`src/rtl/dclk_pkg.sv`:
```
// Shared definitions for the clock's decimal/binary conversion paths:
// converter state encoding, BCD digit limit and reverse double-dabble constants.
package dclk_pkg;

  typedef enum logic [1:0] {
    ST_IDLE  = 2'd0,
    ST_SHIFT = 2'd1,
    ST_DONE  = 2'd2
  } dec2bin_state_t;

  localparam logic [3:0] BCD_DIGIT_MAX = 4'd9;
  localparam logic [3:0] NIB_CORR_TH   = 4'd8;
  localparam logic [3:0] NIB_CORR_ADJ  = 4'd3;

  // 10**n, used to check at elaboration that the binary width holds every BCD value
  function automatic longint pow10(input int n);
    longint r;
    r = 1;
    for (int i = 0; i < n; i++) r = r * 10;
    return r;
  endfunction

endpackage

```
`src/rtl/bcd_nib_corr.sv`:
```
// One BCD nibble correction step of reverse double-dabble:
// after a right shift, a nibble of 8 or more is reduced by 3 (modulo 16).
module bcd_nib_corr
  import dclk_pkg::*;
(
  input  logic [3:0] din,
  output logic [3:0] dout
);

  assign dout = (din >= NIB_CORR_TH) ? din - NIB_CORR_ADJ : din;

endmodule

```
`src/rtl/dec2bin_seq.sv`:
```
// Sequential BCD-to-binary converter (reverse double-dabble, one shift per cycle).
// Optional result clamping to MAX_VAL is enabled by defining DEC2BIN_SAT_EN.
module dec2bin_seq
  import dclk_pkg::*;
#(
  parameter int DIGITS  = 2,
  parameter int BIN_W   = 7,
  parameter int MAX_VAL = 99
) (
  input  logic                clk,
  input  logic                rst_n,
  input  logic                start,
  input  logic [4*DIGITS-1:0] bcd,
  output logic                busy,
  output logic                done,
  output logic [BIN_W-1:0]    binary,
  output logic                err,
  output logic                ovf
);

  localparam int BCD_W = 4 * DIGITS;
  localparam int SR_W  = BCD_W + BIN_W;
  localparam int CNT_W = $clog2(BIN_W + 1);

  if (pow10(DIGITS) - 1 >= (longint'(1) << BIN_W)) begin : g_bad_width
    $error("dec2bin_seq: BIN_W=%0d cannot hold %0d BCD digits", BIN_W, DIGITS);
  end
  if (longint'(MAX_VAL) >= (longint'(1) << BIN_W)) begin : g_bad_max
    $error("dec2bin_seq: MAX_VAL=%0d does not fit in BIN_W=%0d", MAX_VAL, BIN_W);
  end

  dec2bin_state_t state, state_nxt;
  logic [SR_W-1:0]  sr, sr_shr, sr_nxt;
  logic [BCD_W-1:0] corr_bcd;
  logic [CNT_W-1:0] cnt;
  logic             bcd_bad;
  logic             last_shift;
  logic [BIN_W-1:0] sat_res;
  logic             sat_flag;

  assign sr_shr = sr >> 1;

  for (genvar g = 0; g < DIGITS; g++) begin : g_corr
    bcd_nib_corr u_corr (
      .din  (sr_shr[BIN_W+4*g +: 4]),
      .dout (corr_bcd[4*g +: 4])
    );
  end

  assign sr_nxt     = {corr_bcd, sr_shr[BIN_W-1:0]};
  assign last_shift = (cnt == CNT_W'(BIN_W - 1));

  always_comb begin
    bcd_bad = 1'b0;
    for (int i = 0; i < DIGITS; i++) begin
      if (bcd[4*i +: 4] > BCD_DIGIT_MAX) bcd_bad = 1'b1;
    end
  end

`ifdef DEC2BIN_SAT_EN
  always_comb begin
    sat_res  = sr_nxt[BIN_W-1:0];
    sat_flag = 1'b0;
    if (sr_nxt[BIN_W-1:0] > BIN_W'(MAX_VAL)) begin
      sat_res  = BIN_W'(MAX_VAL);
      sat_flag = 1'b1;
    end
  end
`else
  assign sat_res  = sr_nxt[BIN_W-1:0];
  assign sat_flag = 1'b0;
`endif

  always_ff @(posedge clk or negedge rst_n) begin
    if (!rst_n) state <= ST_IDLE;
    else        state <= state_nxt;
  end

  always_comb begin
    state_nxt = state;
    case (state)
      ST_IDLE:  if (start) state_nxt = bcd_bad ? ST_DONE : ST_SHIFT;
      ST_SHIFT: if (last_shift) state_nxt = ST_DONE;
      ST_DONE:  state_nxt = ST_IDLE;
      default:  state_nxt = ST_IDLE;
    endcase
  end

  always_comb begin
    busy = (state != ST_IDLE);
    done = (state == ST_DONE);
  end

  // Result registers change only on the edge that enters DONE
  always_ff @(posedge clk or negedge rst_n) begin
    if (!rst_n) begin
      sr     <= '0;
      cnt    <= '0;
      binary <= '0;
      err    <= 1'b0;
      ovf    <= 1'b0;
    end else begin
      case (state)
        ST_IDLE: begin
          if (start && !bcd_bad) begin
            sr  <= {bcd, {BIN_W{1'b0}}};
            cnt <= '0;
          end else if (start) begin
            binary <= '0;
            err    <= 1'b1;
            ovf    <= 1'b0;
          end
        end
        ST_SHIFT: begin
          sr  <= sr_nxt;
          cnt <= cnt + 1'b1;
          if (last_shift) begin
            binary <= sat_res;
            err    <= 1'b0;
            ovf    <= sat_flag;
          end
        end
        default: ;
      endcase
    end
  end

endmodule
```
`config.mk`:
```
export PLATFORM = sky130hd
export DESIGN_NAME = dec2bin_seq
export DESIGN_NICKNAME = d
export VERILOG_FILES = /design/src/rtl/dclk_pkg.sv /design/src/rtl/bcd_nib_corr.sv /design/src/rtl/dec2bin_seq.sv
export SDC_FILE = /design/constraint.sdc
export NUM_CORES = 1
export LEC_CHECK = 0
export CAP_MARGIN = 15
export CORE_UTILIZATION = 52
export DETAILED_ROUTE_END_ITERATION = 12
export PLACE_DENSITY = 0.86
export SLEW_MARGIN = 10
export SYNTH_ARGS = -nofsm -noshare
export SYNTH_HDL_FRONTEND = slang
export SYNTH_SLANG_ARGS = --single-unit
```
`constraint.sdc`:
```
create_clock -name clk -period 1.85 [get_ports clk]
set_input_delay 0.2775 -clock clk [delete_from_list [all_inputs] [get_ports clk]]
set_output_delay 0.2775 -clock clk [all_outputs]
set_load 0.02 [all_outputs]
```
-- Word-level counts from Yosys, hierarchy flattened
Index checks and enable logic that the tools add are counted.
W data, S select, Z words.
- $add $sub $neg: 3
- $lt $le $gt $ge: 4
- eq/ne operators: 7
- muxes and demuxes: 23
- reduce and logical (&&, ||, !) cells: 8
- operator list (cell ; count):
    $pmux W15 S2 ; 1
    $mux W7 ; 3
    $mux W15 ; 1
    $pmux W7 S2 ; 1
    $gt A4 B4 Y1 const B ; 2
    $mux W4 ; 2
    $ne A2 B2 Y1 const B ; 4
    $mux W1 ; 7
    $mux W2 ; 3
    $pmux W3 S2 ; 1
    $ge A3 B4 Y1 const B ; 1
    $ge A4 B4 Y1 const B ; 1
    $pmux W1 S2 ; 2
    $pmux W2 S2 ; 1
    $reduce_and A2 Y1 ; 2
    $reduce_and A4 Y1 ; 1
    $reduce_bool A2 Y1 ; 2
    $sub A3 B2 Y4 const B ; 1
    $sub A4 B2 Y4 const B ; 1
    $add A3 B1 Y3 const B ; 1
    $eq A3 B3 Y1 const B ; 1
    $mux W3 ; 1
    $eq A2 B1 Y1 const B ; 1
    $eq A2 B2 Y1 const B ; 1
    3 further kinds ; 3
- flip-flop bits (word level): 29
- input bits: 11
- logic and storage cells: 51

-- Depth between registers and ports, before layout
- depth after elaboration: 7
- mapped depth: 5
- depth with buffers taken out: 5

-- Cells and area by module
From an unflattened synthesis, not the netlist that was laid out.
- cell total of the unflattened synthesis: 151
- area, all modules: 1470.2 sq um
- by module, submodules not included (module ; times used ; cells each ; area each (sq um) ; seq. area each (sq um)):
    dec2bin_seq ; 1 ; 129 ; 1317.5 ; 675.6
    bcd_nib_corr ; 2 ; 11 ; 76.3 ; 0.0

-- Worst setup path after synthesis
OpenSTA, ideal clock, no wires.
- path type: register to register
- start: reg state[1]
- end: reg binary[2]
- arrival: 1452 ps
- setup slack: 272 ps
- cell stages (with the launch flop): 6
- path buffers: 2
- clock period less this slack: 1578 ps
- path through: dfrtp_1 > or3b_1 > buf_2 > buf_6 > and3_4 > a221o_1
- word-level cells in the longest chain between the ends: 3
- elaborated cells between the ends (all ways): 8
- classes of those cells: eq/ne (4); mux (1); reduce/logical (3)
- RTL lines (item ; line ; RTL):
    start, declared ; dec2bin_seq.sv:32 ; dec2bin_state_t state, state_nxt;
    start signal, assigned ; dec2bin_seq.sv:76 ; else state <= state_nxt;
    $eq A2 B1 Y1 / $logic_not A2 Y1 (equally long branches) ; dec2bin_seq.sv:103 ; case (state)
    $ne A2 B2 Y1 (no source line) / $reduce_bool A2 Y1 (equally long branches) ; - ;
    $reduce_and A4 Y1 (no source line) ; - ;
    end signal, assigned ; dec2bin_seq.sv:118 ; binary <= sat_res;
    end, declared ; dec2bin_seq.sv:16 ; output logic [BIN_W-1:0] binary,
Several ways; a longest one is shown, not always the timed one.
A chain may end at the register's enable or synchronous reset.

-- Worst setup path in the final report
- start: reg state[1]
- end: out busy
- word-level cells in the longest chain between the ends: 1
- RTL lines (item ; line ; RTL):
    $reduce_bool A2 Y1 ; dec2bin_seq.sv:90 ; busy = (state != ST_IDLE);
    end, declared ; dec2bin_seq.sv:14 ; output logic busy,
Every way passes these cells.

==> tab_implementation.tex <==
\begin{tabular}{lr}
\hline
Metric & Value \\
\hline
\multicolumn{2}{l}{\textbf{Run status}} \\
\quad Status & finished, final reports clean \\
\multicolumn{2}{l}{\textbf{Placed design}} \\
\quad Final HPWL DP & 2076 um \\
\quad I/O Buffers & 20 \\
\quad GPL Wtd Cong & 0.8194 \\
\quad DP Area & 0.001642 mm\^{}2 \\
\multicolumn{2}{l}{\textbf{Worst setup path}} \\
\quad Worst R2R Path Depth & 4 \\
\quad Crit end category & output port \\
\quad Cell with the biggest individual delay on the critical path & dfrtp\_2 \\
\quad Endpoint required time on the critical path & 1.57 ns \\
\quad Critical register-to-register path startpoint & state[1] \\
\quad Largest fanout on the critical path & 8 \\
\quad End of the worst register-to-register path & sr[11] \\
\quad Register-to-register setup slack & 0.16 ns \\
\quad Startpoint types & flip-flop \\
\quad Cells along the critical path & or2\_2 > dlygate4sd2\_1 \\
\quad Cell family with the largest share of critical-path delay & flip-flops \\
\quad Worst path buffer plus inverter count & 1 \\
\quad Classification of the worst setup path & flip-flop to output port \\
\quad CP Data Arrival Time & 1.42 ns \\
\quad Worst stage delay on the critical path & 0.47 ns \\
\multicolumn{2}{l}{\textbf{Synthesis}} \\
\quad Post-synthesis net count & 150 \\
\quad Number of warnings printed during yosys synthesis & 0 \\
\quad Post-synthesis register bit count & 27 \\
\quad Post-synth EDFFs & 0 \\
\quad Most instantiated cells after synthesis & 27 x dfrtp\_1, 17 x nand2\_1, 9 x o21ai\_0, 7 x a221o\_1, 7 x nor2\_1 \\
\quad Area share of the largest cell type after synthesis & 0.4923 \\
\quad Number of different library cells in the post-synthesis netlist & 39 \\
\quad Fraction of the yosys area taken by sequential cells & 0.4923 \\
\quad Top-count cell post-synth & dfrtp\_1 \\
\quad Dominant register cell in the synthesized netlist & dfrtp\_1 \\
\quad Synth Area per Inst & 10.17 um\^{}2 \\
\quad Top cells by area in the synthesized netlist & dfrtp\_1 49\%, a221o\_1 5.1\%, nand2\_1 4.6\% \\
\quad Synthesized cell area & 0.001373 mm\^{}2 \\
\quad Share of flip-flops with an asynchronous set or reset & 1.000 \\
\quad Number of instances in the synthesized netlist & 135 \\
\quad Cell type contributing the most total cell area after synthesis & dfrtp\_1 \\
\multicolumn{2}{l}{\textbf{Clock tree}} \\
\quad CTS H-tree lvls & 1 \\
\quad Number of buffers created by CTS & 3 \\
\quad Total number of clock tree sinks & 27 \\
\quad Clock slew at the register clock pins of the worst setup and hold paths & 0.14 ns \\
\quad Number of buffers inserted by hold repair at cts & 0 \\
\quad Cts repair resizes & 3 \\
\quad Clock tree from TritonCTS & built \\
\quad Clock root buffer & clkbuf\_4 \\
\quad Clock Tree Buf Depth & 2 \\
\quad Buffers inserted during post-CTS setup optimization & 0 \\
\quad Clock insertion delay at the later pin of the skew report & 0.33 ns \\
\multicolumn{2}{l}{\textbf{STA}} \\
\quad Relative max-transition margin & 0.6564 \\
\quad Count of endpoints failing setup in the final report & 0 \\
\quad Minimum period implied by the final worst setup slack & 1.698 ns \\
\quad Ratio of final minimum period to clock period & 0.9181 \\
\quad RSZ-0062 raised after global routing & no \\
\quad Number of pins exceeding their max-slew limit in the final report & 0 \\
\quad Hold Fails Final Rpt & 0 \\
\quad Worst clock skew on the final layout & 0.002399 ns \\
\quad Achievable clock frequency & 0.5888 GHz \\
\quad Sum of negative setup slack & 0 ns \\
\quad Worst slew pin tran & 0.5119 ns \\
\multicolumn{2}{l}{\textbf{Cells and area}} \\
\quad Ratio of cells with drive above 1 in the final layout & 0.1125 \\
\quad Final-layout fill cell count & 201 \\
\quad Number of diodes & 0 \\
\quad Post-synthesis to final-layout area growth & 21.79\% \\
\quad Final design instance area without fill & 0.001672 mm\^{}2 \\
\quad Number of nets in the layout & 176 \\
\multicolumn{2}{l}{\textbf{Detailed routing}} \\
\quad Total detailed-routing wirelength & 3021 um \\
\quad Avg Vias per Cell & 6.247 \\
\quad Post-route ant nets & 0 \\
\quad Initial detailed-routing violation count & 27 \\
\quad 1st-pass router iterations & 4 \\
\quad Number of remaining DRC errors & 0 \\
\quad Total number of vias & 1,187 \\
\quad Average detailed-routed wire length per instance & 15.90 um \\
\multicolumn{2}{l}{\textbf{Die}} \\
\quad Die Wd & 53.38 um \\
\quad Initial core utilization & 0.5540 \\
\quad Boundary pin count & 22 \\
\quad Die Area & 0.002849 mm\^{}2 \\
\quad Standard cell core area & 0.002477 mm\^{}2 \\
\quad DIE HEIGHT & 53.38 um \\
\quad Number of placement rows & 18 \\
\multicolumn{2}{l}{\textbf{GRT}} \\
\quad Pin count of the biggest net entering global routing & 28 \\
\quad Overall Global Routing Usage & 0.2539 \\
\quad Initial antenna violation count & 0 \\
\quad Global-route wire length before repair & 5119 um \\
\quad Number of global-route vias before repair & 1,120 \\
\quad Global-route congestion overflow total & 0 \\
\multicolumn{2}{l}{\textbf{Power and ir drop}} \\
\quad VDD IR max & 0.8620 mV \\
\quad Total power density per cell area & 1270 mW/mm\^{}2 \\
\quad Lkg Pwr & 0.0007503 uW \\
\multicolumn{2}{l}{\textbf{Hold path}} \\
\quad Worst Hold Class & input port to async pin \\
\multicolumn{2}{l}{\textbf{Job}} \\
\quad Max-cap check violation count & 0 \\
\hline
\end{tabular}
## power breakdown
group	internal (uW)	total [uW]	leakage [uW]	switching (uW)
registers	796	997	0.000345	201
clock network	84.7	260	0.0000150	176
logic	396	865	0.000390	469
## worst max path at each step
stage	startpoint	end	slack, ns	cells after the start
finish	state[1]	busy	0.15	2
global placement	start	binary[6]	-0.03	5
detailed placement	start	sr[11]	-0.07	5
global route	cnt[0]	binary[0]	0.08	5
floorplan	state[1]	binary[2]	0.27	5
CTS	state[0]	done	0.03	2
## layer usage
layer / vias up / wire length (um) / track usage
met5: - / 0 / 0
met4: 0 / 61 / 0.1272
met3: 7 / 107 / 0.04598
met2: 31 / 1516 / 0.4083
met1: 598 / 1335 / 0.3214
li1: 551 / - / -
## cells in the final DEF (no fill, tap or decap), drive strengths merged, types with 2 or more instances in the layout
cell type      count
nand4b             3
nor3               2
inv                3
and3               7
a221o              7
clkbuf             4
o21ai             11
nand2             17
a31oi              3
o311ai             3
nand2b             2
xor2               2
dfrtp             27
a21oi              4
o21a               2
o211ai             2
nor2               7
ha                 4
nor2b              2
buf                9
nand4              3
clkdlybuf4s50     18
o31ai              4
a41oi              2
## worst register-to-register path: stages (launching register included)
cell and delay [ns]:
dfrtp_2 0.47, or3b_1 0.44, buf_4 0.19, o31ai_1 0.33, a31oi_1 0.14
## registers in the layout (all words and copies together) (netlist names)
name,count
err,1
state,2
sr,14
binary,7
cnt,3
## cell type report
| class | count | area [um^2] | share of cell area |
|---|---|---|---|
| Inverter | 3 | 11.26 | 0.006737 |
| Multi-Input combinational cell | 97 | 636.9 | 0.3810 |
| Sequential cell | 27 | 678.2 | 0.4057 |
| Tap cell | 30 | 37.54 | 0.02246 |
| Timing Repair Buffer | 29 | 281.5 | 0.1684 |
| Clock buffer | 4 | 26.28 | 0.01572 |
## through the flow
step                hold WS, ns  std cells  worst slack, ns    util  power (uW)
finish                   0.3089        190           0.1516  0.6747        2122
floorplan              -0.01809        135           0.2724       -        1561
detailed placement       0.5136        186         -0.07232  0.6626        1868
global placement         0.4752        186         -0.03373  0.6626        1806
CTS                      0.3165        190          0.02574  0.6737        2124
global route             0.3170        190          0.08109  0.6747        2295
## cells by family after synthesis
| kind of cell | after synthesis | share of synthesized area |
|---|---|---|
| fa+ha+maj | 4 | 0.03646 |
| other cells | 1 | 0.002732 |
| compound gates | 41 | 0.2115 |
| flops | 27 | 0.4923 |
| xor+xnor | 3 | 0.01915 |
| simple gates | 48 | 0.1942 |
| buf+inv | 11 | 0.04374 |
Note: power is estimated with default switching activity, not from simulation.
